--- src/rtl/slipstream_scheduler.sv ---
// Sequences obstruction angles into the slipstream processor, captures its fan
// demands and slews six fan duty outputs toward them; re-captures on idle timeout.
module slipstream_scheduler #(
    parameter int RAMP_STEP     = 5,
    parameter int TIMEOUT_TICKS = 200
) (
    input  logic       i_clk,
    input  logic       i_rst_n,
    input  logic       i_tick,
    input  logic       i_angle_valid,
    input  logic [8:0] i_angle,
    output logic       o_angle_ready,
    output logic [8:0] o_proc_angle,
    input  logic [6:0] i_proc_fan_1,
    input  logic [6:0] i_proc_fan_2,
    input  logic [6:0] i_proc_fan_3,
    input  logic [6:0] i_proc_fan_4,
    input  logic [6:0] i_proc_fan_5,
    input  logic [6:0] i_proc_fan_6,
    output logic [6:0] o_fan_1,
    output logic [6:0] o_fan_2,
    output logic [6:0] o_fan_3,
    output logic [6:0] o_fan_4,
    output logic [6:0] o_fan_5,
    output logic [6:0] o_fan_6,
    output logic       o_busy
);

    typedef enum logic [1:0] {IDLE, SETTLE, CAPTURE, RAMP} state_t;

    localparam logic [8:0]        NO_OBST     = 9'd360;
    localparam logic [15:0]       TIMEOUT_LIM = 16'(TIMEOUT_TICKS);
    localparam logic signed [7:0] STEP        = 8'(RAMP_STEP);

    function automatic logic [6:0] clamp_pct(input logic [6:0] v);
        return (v > 7'd100) ? 7'd100 : v;
    endfunction

    // Both operands are 0..100, so a signed 8-bit difference never wraps.
    function automatic logic [6:0] ramp_toward(input logic [6:0] cur, input logic [6:0] tgt);
        logic signed [7:0] diff;
        logic signed [7:0] nxt;
        diff = $signed({1'b0, tgt}) - $signed({1'b0, cur});
        if (diff > STEP)
            nxt = $signed({1'b0, cur}) + STEP;
        else if (diff < -STEP)
            nxt = $signed({1'b0, cur}) - STEP;
        else
            nxt = $signed({1'b0, tgt});
        return nxt[6:0];
    endfunction

    state_t      state_q, state_d;
    logic [15:0] cnt_q, cnt_d;
    logic [8:0]  angle_q, angle_d;
    logic [6:0]  fan_q [6];
    logic [6:0]  fan_d [6];
    logic [6:0]  tgt_q [6];
    logic [6:0]  tgt_d [6];
    logic [6:0]  proc_fan [6];
    logic        all_eq;

    assign proc_fan[0] = i_proc_fan_1;
    assign proc_fan[1] = i_proc_fan_2;
    assign proc_fan[2] = i_proc_fan_3;
    assign proc_fan[3] = i_proc_fan_4;
    assign proc_fan[4] = i_proc_fan_5;
    assign proc_fan[5] = i_proc_fan_6;

    always_comb begin
        all_eq = 1'b1;
        for (int i = 0; i < 6; i++) begin
            if (fan_q[i] != tgt_q[i]) all_eq = 1'b0;
        end
    end

    always_comb begin
        state_d = state_q;
        cnt_d   = cnt_q;
        angle_d = angle_q;
        fan_d   = fan_q;
        tgt_d   = tgt_q;
        case (state_q)
            IDLE: begin
                // A handshake outranks a timeout expiring in the same cycle.
                if (i_angle_valid) begin
                    angle_d = (i_angle >= NO_OBST) ? NO_OBST : i_angle;
                    cnt_d   = '0;
                    state_d = SETTLE;
                end else if (i_tick) begin
                    if (cnt_q + 16'd1 == TIMEOUT_LIM) begin
                        cnt_d   = '0;
                        angle_d = NO_OBST;
                        state_d = SETTLE;
                    end else begin
                        cnt_d = cnt_q + 16'd1;
                    end
                end
            end
            SETTLE: begin
                cnt_d   = '0;
                state_d = CAPTURE;
            end
            CAPTURE: begin
                for (int i = 0; i < 6; i++) tgt_d[i] = clamp_pct(proc_fan[i]);
                cnt_d   = '0;
                state_d = RAMP;
            end
            RAMP: begin
                if (i_tick) begin
                    for (int i = 0; i < 6; i++) fan_d[i] = ramp_toward(fan_q[i], tgt_q[i]);
                end
                cnt_d = '0;
                if (all_eq) state_d = IDLE;
            end
            default: begin
                cnt_d   = '0;
                state_d = IDLE;
            end
        endcase
    end

    always_ff @(posedge i_clk or negedge i_rst_n) begin
        if (!i_rst_n) begin
            state_q <= IDLE;
            cnt_q   <= '0;
            angle_q <= NO_OBST;
            for (int i = 0; i < 6; i++) begin
                fan_q[i] <= '0;
                tgt_q[i] <= '0;
            end
        end else begin
            state_q <= state_d;
            cnt_q   <= cnt_d;
            angle_q <= angle_d;
            fan_q   <= fan_d;
            tgt_q   <= tgt_d;
        end
    end

    assign o_angle_ready = (state_q == IDLE);
    assign o_busy        = (state_q != IDLE);
    assign o_proc_angle  = angle_q;
    assign o_fan_1       = fan_q[0];
    assign o_fan_2       = fan_q[1];
    assign o_fan_3       = fan_q[2];
    assign o_fan_4       = fan_q[3];
    assign o_fan_5       = fan_q[4];
    assign o_fan_6       = fan_q[5];

endmodule

--- config.mk ---
export PLATFORM = sky130hd
export DESIGN_NAME = slipstream_scheduler
export DESIGN_NICKNAME = d
export VERILOG_FILES = /design/src/rtl/slipstream_scheduler.sv
export SDC_FILE = /design/constraint.sdc
export NUM_CORES = 1
export LEC_CHECK = 0
export BUFFER_PORTS_ARGS = -buffer_cell sky130_fd_sc_hd__buf_2
export CORE_MARGIN = 2
export CORE_UTILIZATION = 50
export CTS_CLUSTER_SIZE = 14
export DETAILED_ROUTE_END_ITERATION = 6
export MAX_ROUTING_LAYER = met4
export PLACE_DENSITY = 0.76
export SYNTH_ARGS = -nofsm -noshare
export SYNTH_HDL_FRONTEND = slang
export SYNTH_SLANG_ARGS = --single-unit
--- constraint.sdc ---
create_clock -name i_clk -period 3 [get_ports i_clk]
set_clock_uncertainty 0.2 [all_clocks]
set_input_delay 0.75 -clock i_clk [delete_from_list [all_inputs] [get_ports i_clk]]
set_output_delay 0.75 -clock i_clk [all_outputs]
set_load 0.05 [all_outputs]
# Yosys cells after proc, flatten, opt, wreduce, memory -nomap -nowiden
# Index checks and enable logic that the tools add are counted.
[totals]
ff_bits = 111
output_inout_bits = 53
in_bits = 55
[classes]
n_eq_ne = 13
n_reduce_logical = 8
add_sub_neg = 19
n_lt_le_gt_ge = 19
muxes = 37
[ops]
columns = ["operator", "count"]
rows = [
  ["$mux 7", 18],
  ["$gt 8x4->1 const B", 6],
  ["$lt 8x4->1 const B", 6],
  ["$mux 16", 3],
  ["$sub 7x7->8", 6],
  ["$add 7x3->7 const B", 6],
  ["$gt 7x7->1 const B", 6],
  ["$ne 7x7->1", 6],
  ["$sub 7x3->7 const B", 6],
  ["$mux 9", 4],
  ["$pmux 16 s2", 1],
  ["$add 16x1->16 const B", 1],
  ["$eq 16x8->1 const B", 1],
  ["$ge 9x9->1 const B", 1],
  ["$mux 2", 4],
  ["$pmux 2 s4", 1],
  ["$mux 1", 6],
  ["$reduce_and 3->1", 2],
  ["$reduce_bool 2->1", 3],
  ["$eq 2x2->1 const B", 2],
  ["$ne 3x2->1 const B", 1],
  ["$ne 3x3->1 const B", 1],
  ["$reduce_or 3->1", 1],
  ["$eq 2x1->1 const B", 1],
  ["other kinds (3)", 3],
]

# Longest topological paths before layout
[logic_depth]
depth_word = 9
depth_mapped = 13
depth_no_buf = 12

# Worst setup path before layout
# OpenSTA, ideal clock, no wires.
[synth_timing]
path_kind = "reg-to-reg"
startpoint = "register fan_q, in the netlist o_fan_1[2]"
endpoint = "register fan_q, in the netlist o_fan_1[6]"
t_required_ns = 2.657
path_slack_ns = -0.535
stages_incl_launch_ff = 14
n_path_buf = 3
arrival_time_ns = 3.192
setup_ns = 0.143
synth_period_minus_slack_ns = 3.535
cell_sequence = "dfrtp_1 clkbuf_1 inv_1 ha_1 buf_2 a211oi_1 nor2b_1 mux4_2 o21ai_1 o31a_1 buf_4 mux2_1 mux2i_1 a22oi_1"
[synth_via]
elab_chain_cells = 4
[synth_rtl]
columns = ["item", "line_no", "rtl"]
rows = [
  ["start: declaration", "56", "logic [6:0] fan_q [6];"],
  ["start signal: assignment", "136", "fan_q <= fan_d;"],
  ["$sub 7x7->8", "43", "diff = $signed({1'b0, tgt}) - $signed({1'b0, cur});"],
  ["$lt 8x4->1", "46", "else if (diff < -STEP)"],
  ["$mux 7", "46", ""],
  ["$mux 7 (*)", "44", "if (diff > STEP)"],
]
# Mark *: on every way between the ends. The rest lies on a longest branch, timed or not.
# A chain may end at the register's enable or synchronous reset.

# Final worst setup path
[layout_timing]
startpoint = "register tgt_q[35] (netlist name)"
endpoint = "register fan_q, in the netlist o_fan_1[1]"
[layout_via]
elab_chain_cells = 4
[layout_rtl]
columns = ["item", "line_no", "rtl"]
rows = [
  ["start: declaration", "58", "logic [6:0] tgt_q [6];"],
  ["start signal: assignment", "137", "tgt_q <= tgt_d;"],
  ["$sub 7x7->8 (*)", "43", ""],
  ["$lt 8x4->1", "46", ""],
  ["$mux 7", "46", ""],
  ["$mux 7 (*)", "44", ""],
]
# Marks and branches as above.

==> implementation parameters <==
Parameter                              Value

Layout
  Synthesis-to-finish area growth    31.48%
  Layout fillers    approximately 1500
  Area taken by flip-flops and latches    approximately 2800 um2
  Multi-input gate area in the final layout    approximately 6800 um2
  Nets    1509
  Number of antenna cells inserted    0
  Fin cells    about 1600
  Fraction of layout cells with a size suffix above 1    0.3376

Job
  Number of maximum-capacitance constraint violations    0

Route
  Number of DRC markers in iteration 0    between 800 and 900
  Via count    10000
  Drt total wl    28430 um
  First drt pass iteration count    6
  Number of vias per cell after detailed routing    approximately 6.1
  Antenna-violating nets left    0
  Number of DRC violations after detailed routing    0
  DR WL/cell    17.45 um

Floorplanning
  Count of boundary I/O pins    about 110
  Die W    around 140 um
  Die height    141.5 um
  Site Rows    50
  Core area    roughly 19000 um2
  Initial standard-cell utilization of the core    0.5069
  Die area    ~20000 um2

Worst setup path
  Sort of element at the start of the critical path    flip-flop
  CP Class    reg2reg
  Data arrival, critical path    about 3200 ps
  Crit-path slowest cell    sky130_fd_sc_hd__mux4_2
  Data required time at the worst endpoint    around 3100 ps
  Type of destination of the critical path    flip-flop
  Critical path cell sequence    inv_2 > ha_4 > inv_2 > fa_2 > a211oi_4 > nor2b_1 > mux4_2 > o21ai_2 > o31a_1 > buf_6 > mux2i_1 > mux2i_1 > o21ai_1
  Maximum cell stage delay along the critical path    approximately 460 ps
  Crit path max fanout    7

Synth
  Main synth FF type    sky130_fd_sc_hd__dfrtp_1
  Ys Warns    0
  Cell with the most instances after synthesis    sky130_fd_sc_hd__dfrtp_1
  Post-synthesis register bit count    roughly 110
  Synth Net Count    1282
  Fraction of synthesized cell area taken by the top area cell type    0.2833
  Number of enable flip-flop cells after synthesis    0
  Netlist Area Pre-Place    between 9000 and 10000 um2
  Unique cell type count in the Yosys netlist    91
  Mean post-synth cell area    between 8 and 9 um2
  Sequential fraction of the synthesis area    0.2945
  Number of cells produced by synthesis    between 1000 and 1500
  Fraction of registers with async set/reset    1.000
  Cell type with the largest total area after synthesis    sky130_fd_sc_hd__dfrtp_1
  Top cell types by occurrence after synthesis    sky130_fd_sc_hd__dfrtp_1, sky130_fd_sc_hd__inv_1, sky130_fd_sc_hd__nand2_1
  Synth top area cells    sky130_fd_sc_hd__dfrtp_1, sky130_fd_sc_hd__ha_1, sky130_fd_sc_hd__o21ai_0

Clock tree
  CTS tree    built
  Count of hold buffers inserted by post-cts repair    0
  Number of buffers created by CTS    9
  Maximum count of clock buffers along a single path    2
  Post-CTS clock slew at the launch and capture registers of the worst setup and hold paths    about 80 ps
  TritonCTS Sinks    ~110
  Number of levels the H-tree was split into    3
  CTS Root Buffer Type    sky130_fd_sc_hd__clkbuf_16
  Worst-Skew Late Latency    roughly 370 ps

Timing
  Worst slew pin tran    about 630 ps
  Final Max Tran Viols    0
  Unrepaired setup endpoints after global routing    yes
  Peak Freq    approximately 0.32 GHz
  Period minus WS final    3095 ps
  Share of the clock period used by the worst path    1.032
  Slew Limit Headroom    0.5760
  Number of endpoints with negative hold slack in the final report    0
  Number of setup violations in the final report    15
  Setup ws final    -95.50 ps

Worst hold path
  Type of the worst min-delay path    in2async

Run status
  Status    finished, violations left
  Failing checks    setup timing

Place
  Half-perimeter wire length of the detailed placement result    between 15000 and 20000 um
  Gp weighted congestion    around 0.93
  Cell Count Post-Placement    around 1600
  I/O Buffers    107

Global routing
  Total grt overflow    0
  Number of global-route vias before repair    9112
  Initial antenna violation count    0
  Pin count of the biggest net entering global routing    roughly 110
  GRT Total Usage    0.2734
  Wire length of the first global-routing pass    44150 um
==> logic make-up after synthesis <==
logic type      synth area share
simple gates              0.2216
compound gates            0.2669
xor+xnor                 0.03058
buf+inv                  0.06355
mux                      0.03336
flops                     0.2945
fa+ha+maj                0.08950
==> cell usage in the layout (no fill, tap or decap), drive strengths merged, types with 17 or more instances in the layout <==
cell / count
nor2: 86
buf: 261
nor2b: 22
a21oi: 77
o211ai: 17
o21ai: 104
inv: 109
dfrtp: 107
a31oi: 17
xnor2: 18
nor3: 29
nand3: 36
nand2: 88
ha: 58
==> worst paths after layout <==
check / cells past startpoint / endpoint / start / slack [ps]
max in group asynchronous: 2 / tgt_q[15] / i_rst_n / 1830
max reg2reg: 13 / o_fan_1[1] / tgt_q[35] / -100
min in group i_clk: 2 / o_proc_angle[8] / o_proc_angle[8] / 290
max: 13 / o_fan_1[1] / tgt_q[35] / -100
min: 2 / tgt_q[8] / i_rst_n / 250
min reg2reg: 2 / o_proc_angle[8] / o_proc_angle[8] / 290
==> state kept, by name, indices dropped and copies added (netlist names) <==
| name | flops |
|---|---|
| cnt_q | 16 |
| o_fan_1 | 7 |
| o_fan_2 | 7 |
| o_fan_3 | 7 |
| o_fan_4 | 7 |
| o_fan_5 | 7 |
| o_fan_6 | 7 |
| o_proc_angle | 9 |
| state_q | 2 |
| tgt_q | 42 |
==> through the flow <==
step                      hold slack [ps]  setup TNS (ps)  setup WS, ps    util  area (um2)
after floorplan                     254.4          -391.2        -154.5       -        9861
after global placement              246.3          -141.6        -52.00  0.6052       11280
after detailed placement            271.9          -653.5        -136.4  0.6052       11280
after CTS                           285.0          -152.1        -49.41  0.6287       11720
after global routing                304.8           -3597        -204.4  0.6665       12430
final                               247.9          -577.0        -95.50  0.6665       12430
==> layout make-up <==
type / instances / share of cell area
Multi-Input combinational cell: 901 / 0.5496
Clock inverter: 6 / 0.005840
Sequential cell: 111 / 0.2275
Clock buffer: 10 / 0.01843
Inverter: 106 / 0.03242
Tap cell: 234 / 0.02356
Timing Repair Buffer: 261 / 0.1427
==> critical path, delay by kind of cell (launching register included) <==
family,cells,cell delay [ps]
muxes,3,810
adders and majority gates,2,510
and+or+nand+nor,1,90
AOI/OAI and AO/OA,4,730
buffers and inverters,3,280
DFF,1,410
==> metal layers <==
metal	vias to the layer above	track usage	part of all wire
li1	4749	-	-
met2	380	0.4448	0.49
met4	0	0.07421	0.024
met1	4805	0.3611	0.44
met5	-	-	0
met3	70	0.03645	0.051
==> repair_timing <==
action                                  in CTS  in global routing
gates cloned                                 0                  2
pin swaps                                   16                 77
endpoints found under the setup margin      22                 51
buffers inserted                             8                 32
resized for setup                           18                109
Power is left out: the tool's default activity adds up to more than one toggle a clock period on the data nets, which glitch-free logic cannot reach.
